## config.mk

```make
export PLATFORM = sky130hd
export DESIGN_NAME = clk_div_multi
export DESIGN_NICKNAME = d
export VERILOG_FILES = /design/src/rtl/clk_div_multi.sv
export SDC_FILE = /design/constraint.sdc
export NUM_CORES = 1
export LEC_CHECK = 0
export ABC_AREA = 1
export BUFFER_PORTS_ARGS = -buffer_cell sky130_fd_sc_hd__buf_2
export CORE_UTILIZATION = 64
export DETAILED_ROUTE_END_ITERATION = 6
export GPL_TIMING_DRIVEN = 0
export PLACE_DENSITY_LB_ADDON = 0.12
export SYNTH_ARGS = -nofsm -noshare
export SYNTH_HDL_FRONTEND = slang
export SYNTH_SLANG_ARGS = --single-unit
```

## constraint.sdc

```tcl
create_clock -name clk_in -period 7.12 [get_ports clk_in]
set_input_delay 0.356 -clock clk_in [delete_from_list [all_inputs] [get_ports clk_in]]
set_output_delay 0.356 -clock clk_in [all_outputs]
set_load 0.02 [all_outputs]
```

## src/rtl/clk_div_multi.sv

```systemverilog
// Multi-channel programmable clock divider with run-time divisor load.
// Ports: clk_in/rst, en, sync, wr_en/wr_ch/wr_div, rd_div, div_clk, tick.
module clk_div_multi #(
  parameter int NCH         = 4,
  parameter int DIV_W       = 16,
  parameter int DEFAULT_DIV = 40000
) (
  input  logic             clk_in,
  input  logic             rst,
  input  logic [NCH-1:0]   en,
  input  logic             sync,
  input  logic             wr_en,
  input  logic [3:0]       wr_ch,
  input  logic [DIV_W-1:0] wr_div,
  output logic [DIV_W-1:0] rd_div,
  output logic [NCH-1:0]   div_clk,
  output logic [NCH-1:0]   tick
);

  localparam int DEF_CL = (DEFAULT_DIV < 2) ? 2 : DEFAULT_DIV;

  logic [DIV_W-1:0] cnt_q  [NCH];
  logic [DIV_W-1:0] cnt_d  [NCH];
  logic [DIV_W-1:0] act_q  [NCH];
  logic [DIV_W-1:0] act_d  [NCH];
  logic [DIV_W-1:0] pend_q [NCH];
  logic [DIV_W-1:0] pend_d [NCH];
  logic [DIV_W-1:0] nxt    [NCH];
  logic [NCH-1:0]   clk_q, clk_d;
  logic [NCH-1:0]   tick_q, tick_d;
  logic [DIV_W-1:0] rd_q, rd_d;

  // Divisors of 0 and 1 cannot form a two-phase clock; run them as 2.
  function automatic logic [DIV_W-1:0] clamp(
    input logic [DIV_W-1:0] d
  );
    return (d < DIV_W'(2)) ? DIV_W'(2) : d;
  endfunction

  always_comb begin
    for (int i = 0; i < NCH; i++) begin
      // A write in this cycle overrides the stored pending value so that
      // a coincident wrap or sync loads the newly written divisor.
      nxt[i] = (wr_en && (wr_ch == 4'(i))) ? wr_div : pend_q[i];
      pend_d[i] = nxt[i];
      cnt_d[i]  = cnt_q[i];
      act_d[i]  = act_q[i];
      clk_d[i]  = clk_q[i];
      tick_d[i] = 1'b0;
      if (sync) begin
        cnt_d[i] = '0;
        act_d[i] = clamp(nxt[i]);
        if (en[i]) clk_d[i] = 1'b1;
      end else if (en[i]) begin
        if (cnt_q[i] == act_q[i] - DIV_W'(1)) begin
          cnt_d[i] = '0;
          act_d[i] = clamp(nxt[i]);
        end else begin
          cnt_d[i] = cnt_q[i] + DIV_W'(1);
        end
        // Outputs are registered from the next count so they line up
        // with the count value they describe.
        clk_d[i]  = cnt_d[i] < (act_d[i] >> 1);
        tick_d[i] = cnt_d[i] == act_d[i] - DIV_W'(1);
      end
    end
  end

  always_comb begin
    rd_d = '0;
    for (int i = 0; i < NCH; i++) begin
      if (wr_ch == 4'(i)) rd_d = act_q[i];
    end
  end

  always_ff @(posedge clk_in or posedge rst) begin
    if (rst) begin
      for (int i = 0; i < NCH; i++) begin
        cnt_q[i]  <= '0;
        act_q[i]  <= DIV_W'(DEF_CL);
        pend_q[i] <= DIV_W'(DEFAULT_DIV);
      end
      clk_q  <= '0;
      tick_q <= '0;
      rd_q   <= '0;
    end else begin
      for (int i = 0; i < NCH; i++) begin
        cnt_q[i]  <= cnt_d[i];
        act_q[i]  <= act_d[i];
        pend_q[i] <= pend_d[i];
      end
      clk_q  <= clk_d;
      tick_q <= tick_d;
      rd_q   <= rd_d;
    end
  end

  assign div_clk = clk_q;
  assign tick    = tick_q;
  assign rd_div  = rd_q;

endmodule
```

# == Word-level counts from Yosys, hierarchy flattened ==
# Cells that the tools add are included.
# op_classes
addsub,12
order_cmp,8
eq_ne,11
n_mux,72
n_reduce_logical,9
# ops
operator,n
two-way mux 16 bit,52
equality test 16 bit,8
"subtractor 16 x 1 -> 16 bit, second input constant",8
"adder 16 x 1 -> 16 bit, second input constant",4
less-than comparator 16 x 15 -> 1 bit,4
"less-than comparator 16 x 2 -> 1 bit, second input constant",4
two-way mux 1 bit,20
"equality test 4 x 2 -> 1 bit, second input constant",2
nonzero test 2 bit,4
"equality test 4 x 1 -> 1 bit, second input constant",1
logical AND 1 bit,4
logical NOT 4 bit,1
# word_totals
regBits,216
inputBits,28
output_inout_bits,24
elab_cells,130

# == Depth between registers and ports, before layout ==
# logic_depth
depth_word,12
ltp_mapped,29
depth_no_buf,29

# == Least setup slack after synthesis ==
# Ideal clock, no wire load.
# synth_timing
path_kind,register to register
startpoint,register act_q[0] in the netlist's numbering
endpoint,"register clk_q[3], in the netlist div_clk[3]"
arrival_ns,3.163
t_required_ns,7.042
setup_slack_ns,3.879
path_stages_with_launch,23
period_less_slack_ns,3.241
path_cell_list,dfrtp_1 > inv_1 > ha_1 > nand2_1 > nor2_4 > nand2_1 > xor2_1 > nand2_1 > nor2_2 > nand2_4 > nor2_8 > buf_8 > clkinv_1 > nand3_1 > inv_1 > ha_1 > a21oi_1 > nor2_1 > a211oi_1 > nor2_1 > a2111oi_0 > nand2_1 > a21oi_1
# synth_between
elab_chain_len,8
word_cells_on_any_way,11
# synth_lines
element,line_no,source
start: declaration,24,logic [DIV_W-1:0] act_q [NCH];
start signal: indexed assignment,80,act_q[i] <= DIV_W'(DEF_CL);
start signal: indexed assignment,89,act_q[i] <= act_d[i];
subtractor 16 x 1 -> 16 bit *,55,if (cnt_q[i] == act_q[i] - DIV_W'(1)) begin
equality test 16 bit *,55,
two-way mux 16 bit,55,
two-way mux 16 bit,54,end else if (en[i]) begin
two-way mux 16 bit,50,if (sync) begin
less-than comparator 16 x 15 -> 1 bit *,63,clk_d[i] = cnt_d[i] < (act_d[i] >> 1);
two-way mux 1 bit *,54,
two-way mux 1 bit *,50,
end signal: assignment,92,clk_q <= clk_d;
end: declaration,29,"logic [NCH-1:0] clk_q, clk_d;"
# Every way passes the cells marked *; elsewhere a longest branch is shown, timed or not. The select of a mux whose other input is x is not followed.
# A chain may end at the register's enable or synchronous reset.

# == Worst setup path after layout ==
# layout_timing
startpoint,register act_q[16] in the netlist's numbering
endpoint,"register tick_q[2], in the netlist tick[2]"
# layout_between
elab_chain_len,9
word_cells_on_any_way,12
# layout_lines
element,line_no,source
subtractor 16 x 1 -> 16 bit,55,
equality test 16 bit,55,
two-way mux 16 bit,55,
two-way mux 16 bit,54,
two-way mux 16 bit,50,
subtractor 16 x 1 -> 16 bit,64,tick_d[i] = cnt_d[i] == act_d[i] - DIV_W'(1);
equality test 16 bit *,64,
two-way mux 1 bit *,54,
two-way mux 1 bit *,50,
net tick_d[2],30,"logic [NCH-1:0] tick_q, tick_d;"
end signal: assignment,93,tick_q <= tick_d;
end: declaration,30,
# The timed path passes the listed nets; every way through them passes the cells marked *. The select of a mux whose other input is x is not followed.

==> insert_results.sql <==
INSERT INTO impl_metrics (metric_group, metric, value, unit) VALUES
('sta', 'tightestPinTransition', '1.11', 'ns'),
('layout', 'most-common-layout-cells', '716 x sky130_fd_sc_hd__nand2_1, 364 x sky130_fd_sc_hd__inv_1, 246 x sky130_fd_sc_hd__nor2_1', ''),
('worst_setup_path', 'timing.critical_path.slowest_stage_cell', 'sky130_fd_sc_hd__nor2_1', ''),
('worst_setup_path', 'worst_path_most_repeated_cell', 'sky130_fd_sc_hd__nor2_1', ''),
('logic_synthesis', 'synthCells', '2615', ''),
('detailed_routing', 'detail_route.first_pass.iterations', '7', ''),
('grt', 'grt.total_usage', '0.399', ''),
('worst_setup_path', 'worst_setup_path_end_kind', 'flop', ''),
('grt', 'antenna_found_initial', '0', ''),
('detailed_routing', 'remaining_drc_errors', '0', ''),
('grt', 'grt_max_degree', '116', ''),
('worst_setup_path', 'worstSetupPathType', 'reg -> reg', ''),
('pwr', 'cellPowerDensity', '251', 'nW/um^2'),
('sta', 'period_minus_slack', '4.26', 'ns'),
('layout', 'layout_net_count', '2789', ''),
('detailed_routing', 'wire_per_inst', '18.6', 'um'),
('detailed_routing', 'postRouteAntennaNets', '0', ''),
('logic_synthesis', 'net_count_after_synthesis', '2711', ''),
('logic_synthesis', 'seq_area_frac_synth', '0.302', ''),
('clocking', 'clock_tree.buffer_depth', '3', ''),
('clocking', 'clk_pin_slew', '0.07', 'ns'),
('pwr', 'swShare', '0.400', ''),
('grt', 'globalRouteOverflowTotal', '0', ''),
('status', 'status', 'finished clean', ''),
('worst_setup_path', 'critPathArrivalTime', '4.74', 'ns'),
('die', 'ioPinCount', '52', ''),
('layout', 'final_area', '19800', 'um^2'),
('die', 'initial_core_util', '0.649', ''),
('die', 'placeableCoreArea', '27800', 'um^2'),
('worst_setup_path', 'cp_data_required_time', '7.60', 'ns'),
('sta', 'timing.max_slew.rel_slack', '0.254', ''),
('worst_hold_path', 'hp-class', 'in -> reg', ''),
('pwr', 'portion_of_total_power_attributed_to_sequential_cells', '0.318', ''),
('layout', 'num_antenna_cells', '0', ''),
('pwr', 'static_power_due_to_leakage', '10.0', 'nW'),
('pwr', 'peakVddDrop', '0.202', 'mV'),
('logic_synthesis', 'synth_flop_type', 'sky130_fd_sc_hd__dfrtp_1', ''),
('detailed_routing', 'vias', '18400', ''),
('detailed_routing', 'initialDrtViolationCount', '2035', ''),
('clocking', 'clk_latency', '0.54', 'ns'),
('layout', 'most_common_cell_after_layout_fill_and_taps_aside', 'sky130_fd_sc_hd__nand2_1', ''),
('sta', 'rsz0062_at_grt', 'false', ''),
('sta', 'fin_crit_sh', '0.599', ''),
('layout', 'layout-area-overhead-vs-synth', '9.58', '%'),
('pwr', 'clock_power_share', '0.310', ''),
('sta', 'hold_slack', '0.0849', 'ns'),
('detailed_routing', 'routed_via_density', '5.96', ''),
('die', 'die_h', '170', 'um'),
('die', 'die_w', '170', 'um'),
('logic_synthesis', 'synth.avg_cell_area', '6.90', 'um^2'),
('logic_synthesis', 'postSynth.asyncResetShare', '1.00', ''),
('worst_setup_path', 'worstPathMaxFanout', '6', ''),
('layout', 'final_layout_size_suffix_gt1_frac', '0.130', ''),
('place', 'detailed_place.area', '18800', 'um^2'),
('logic_synthesis', 'synth-warning-count', '0', ''),
('sta', 'slew_viol_final', '0', ''),
('pwr', 'final_total_power', '4.97', 'mW'),
('die', 'floorplan.die_area', '28900', 'um^2'),
('sta', 'clock-skew-final', '0.0120', 'ns'),
('pwr', 'power_dissipated_by_switching_net_loads', '1.99', 'mW'),
('sta', 'max_freq', '0.235', 'GHz'),
('pwr', 'p_int', '2.98', 'mW'),
('logic_synthesis', 'synth.lib_cells_used.distinct', '57', ''),
('clocking', 'clk_root_buffer_cell', 'sky130_fd_sc_hd__clkbuf_16', ''),
('worst_setup_path', 'timing.critical_path.slowest_cell_delay', '0.50', 'ns'),
('place', 'hpwl', '44000', 'um'),
('worst_setup_path', 'critPathLaunchType', 'flop', ''),
('sta', 'report.final.setup_viol', '0', ''),
('die', 'core.rowCount', '61', ''),
('run', 'timing.max_cap.violations', '0', ''),
('pwr', 'power.combinational.fraction', '0.373', '');
==> cell families after synthesis <==
group	synth area share
simple gates	0.342
flops	0.302
fa+ha+maj	0.0472
buf+inv	0.105
compound gates	0.139
xor+xnor	0.0642
==> cell usage after synthesis (8+ instances only) <==
master / number / area (um^2)
sky130_fd_sc_hd__a21oi_1: 27 / 135
sky130_fd_sc_hd__ha_1: 68 / 851
sky130_fd_sc_hd__clkbuf_1: 34 / 128
sky130_fd_sc_hd__a31oi_1: 16 / 100
sky130_fd_sc_hd__nand2_2: 43 / 269
sky130_fd_sc_hd__nand4_1: 46 / 288
sky130_fd_sc_hd__o21ai_0: 91 / 455
sky130_fd_sc_hd__dfrtp_1: 176 / 4400
sky130_fd_sc_hd__o21ai_2: 36 / 315
sky130_fd_sc_hd__or2_2: 9 / 56.3
sky130_fd_sc_hd__inv_2: 17 / 63.8
sky130_fd_sc_hd__o221ai_1: 66 / 578
sky130_fd_sc_hd__a211oi_1: 8 / 60.1
sky130_fd_sc_hd__nor2_4: 24 / 270
sky130_fd_sc_hd__o22ai_1: 68 / 425
sky130_fd_sc_hd__dfstp_2: 40 / 1050
sky130_fd_sc_hd__nand3_2: 10 / 100
sky130_fd_sc_hd__buf_6: 11 / 124
sky130_fd_sc_hd__o21ai_1: 53 / 265
sky130_fd_sc_hd__nor3_1: 18 / 90.1
sky130_fd_sc_hd__nand2_1: 716 / 2690
sky130_fd_sc_hd__nand3_1: 187 / 936
sky130_fd_sc_hd__inv_1: 365 / 1370
sky130_fd_sc_hd__xor2_1: 91 / 797
sky130_fd_sc_hd__nor2_2: 26 / 163
sky130_fd_sc_hd__buf_2: 8 / 40.0
sky130_fd_sc_hd__xnor2_1: 36 / 315
sky130_fd_sc_hd__nor2_1: 246 / 923
==> routing by layer <==
layer | global-route usage | vias up | wire length [um] | part of all wire
met4 | 0.190 | 0 | 2720 | 0.047
met2 | 0.649 | 956 | 26100 | 0.45
met3 | 0.0579 | 166 | 5330 | 0.093
met1 | 0.523 | 8576 | 23300 | 0.41
met5 | 0 | - | 0 | 0
li1 | - | 8709 | - | -
==> final cells by class <==
cell class	count	area, um^2	share of cell area
Buffer	66	418	0.0211
Clock buffer	29	661	0.0334
Clock inverter	16	304	0.0154
Inverter	390	1480	0.0748
Multi-Input combinational cell	1943	10700	0.541
Sequential cell	216	5460	0.276
Tap cell	378	473	0.0239
Timing Repair Buffer	51	283	0.0143
==> state kept, by name, summed over array words and instances, names as in the netlist <==
signal   flops
act_q       64
cnt_q       64
pend_q      64
rd_div      16
div_clk      4
tick         4
==> power groups by stage <==
stage | Combinational, mW | Clock (mW) | Sequential [mW]
2_1_floorplan | 1.38 | 0 | 1.55
3_3_place_gp | 1.74 | 0 | 1.58
3_5_place_dp | 1.79 | 0 | 1.59
4_1_cts | 1.81 | 1.54 | 1.57
5_1_grt | 2.06 | 1.58 | 1.59
6_report | 1.85 | 1.54 | 1.58
==> worst max-delay path, delay by kind of cell, from the launching register on <==
kind          cells  cell delay (ns)
simple gates     19             2.62
fa+ha+maj         2             0.50
flops             1             0.47
buf+inv           3             0.39
xor+xnor          1             0.18
==> stage by stage <==
step / util / worst slack, ns / instances / setup TNS, ns
finish: 0.711 / 2.86 / 3089 / 0
global placement: 0.675 / -1.56 / 3042 / -270.58
global route: 0.711 / 2.51 / 3089 / 0
CTS: 0.711 / 2.98 / 3089 / 0
detailed placement: 0.676 / 3.01 / 3043 / 0
floorplan: - / 0.923 / 2615 / 0
==> final timing paths <==
| path | start | to | slack (ns) | cells past startpoint |
|---|---|---|---|---|
| max in group asynchronous | rst | cnt_q[14] | 5.63 | 4 |
| max | act_q[16] | tick[2] | 2.86 | 25 |
| min reg2reg | pend_q[28] | pend_q[28] | 0.50 | 2 |
| min in group asynchronous | rst | cnt_q[50] | 0.46 | 3 |
| min | en[0] | div_clk[0] | 0.08 | 3 |
| max reg2reg | act_q[16] | tick[2] | 2.86 | 25 |
==> timing repair <==
action,CTS,global route
hold buffers,1,0
resized for setup,0,0
hold endpoints to repair,22,0
setup endpoints to repair,0,0
No activity file was read; power rests on OpenSTA's default activity.
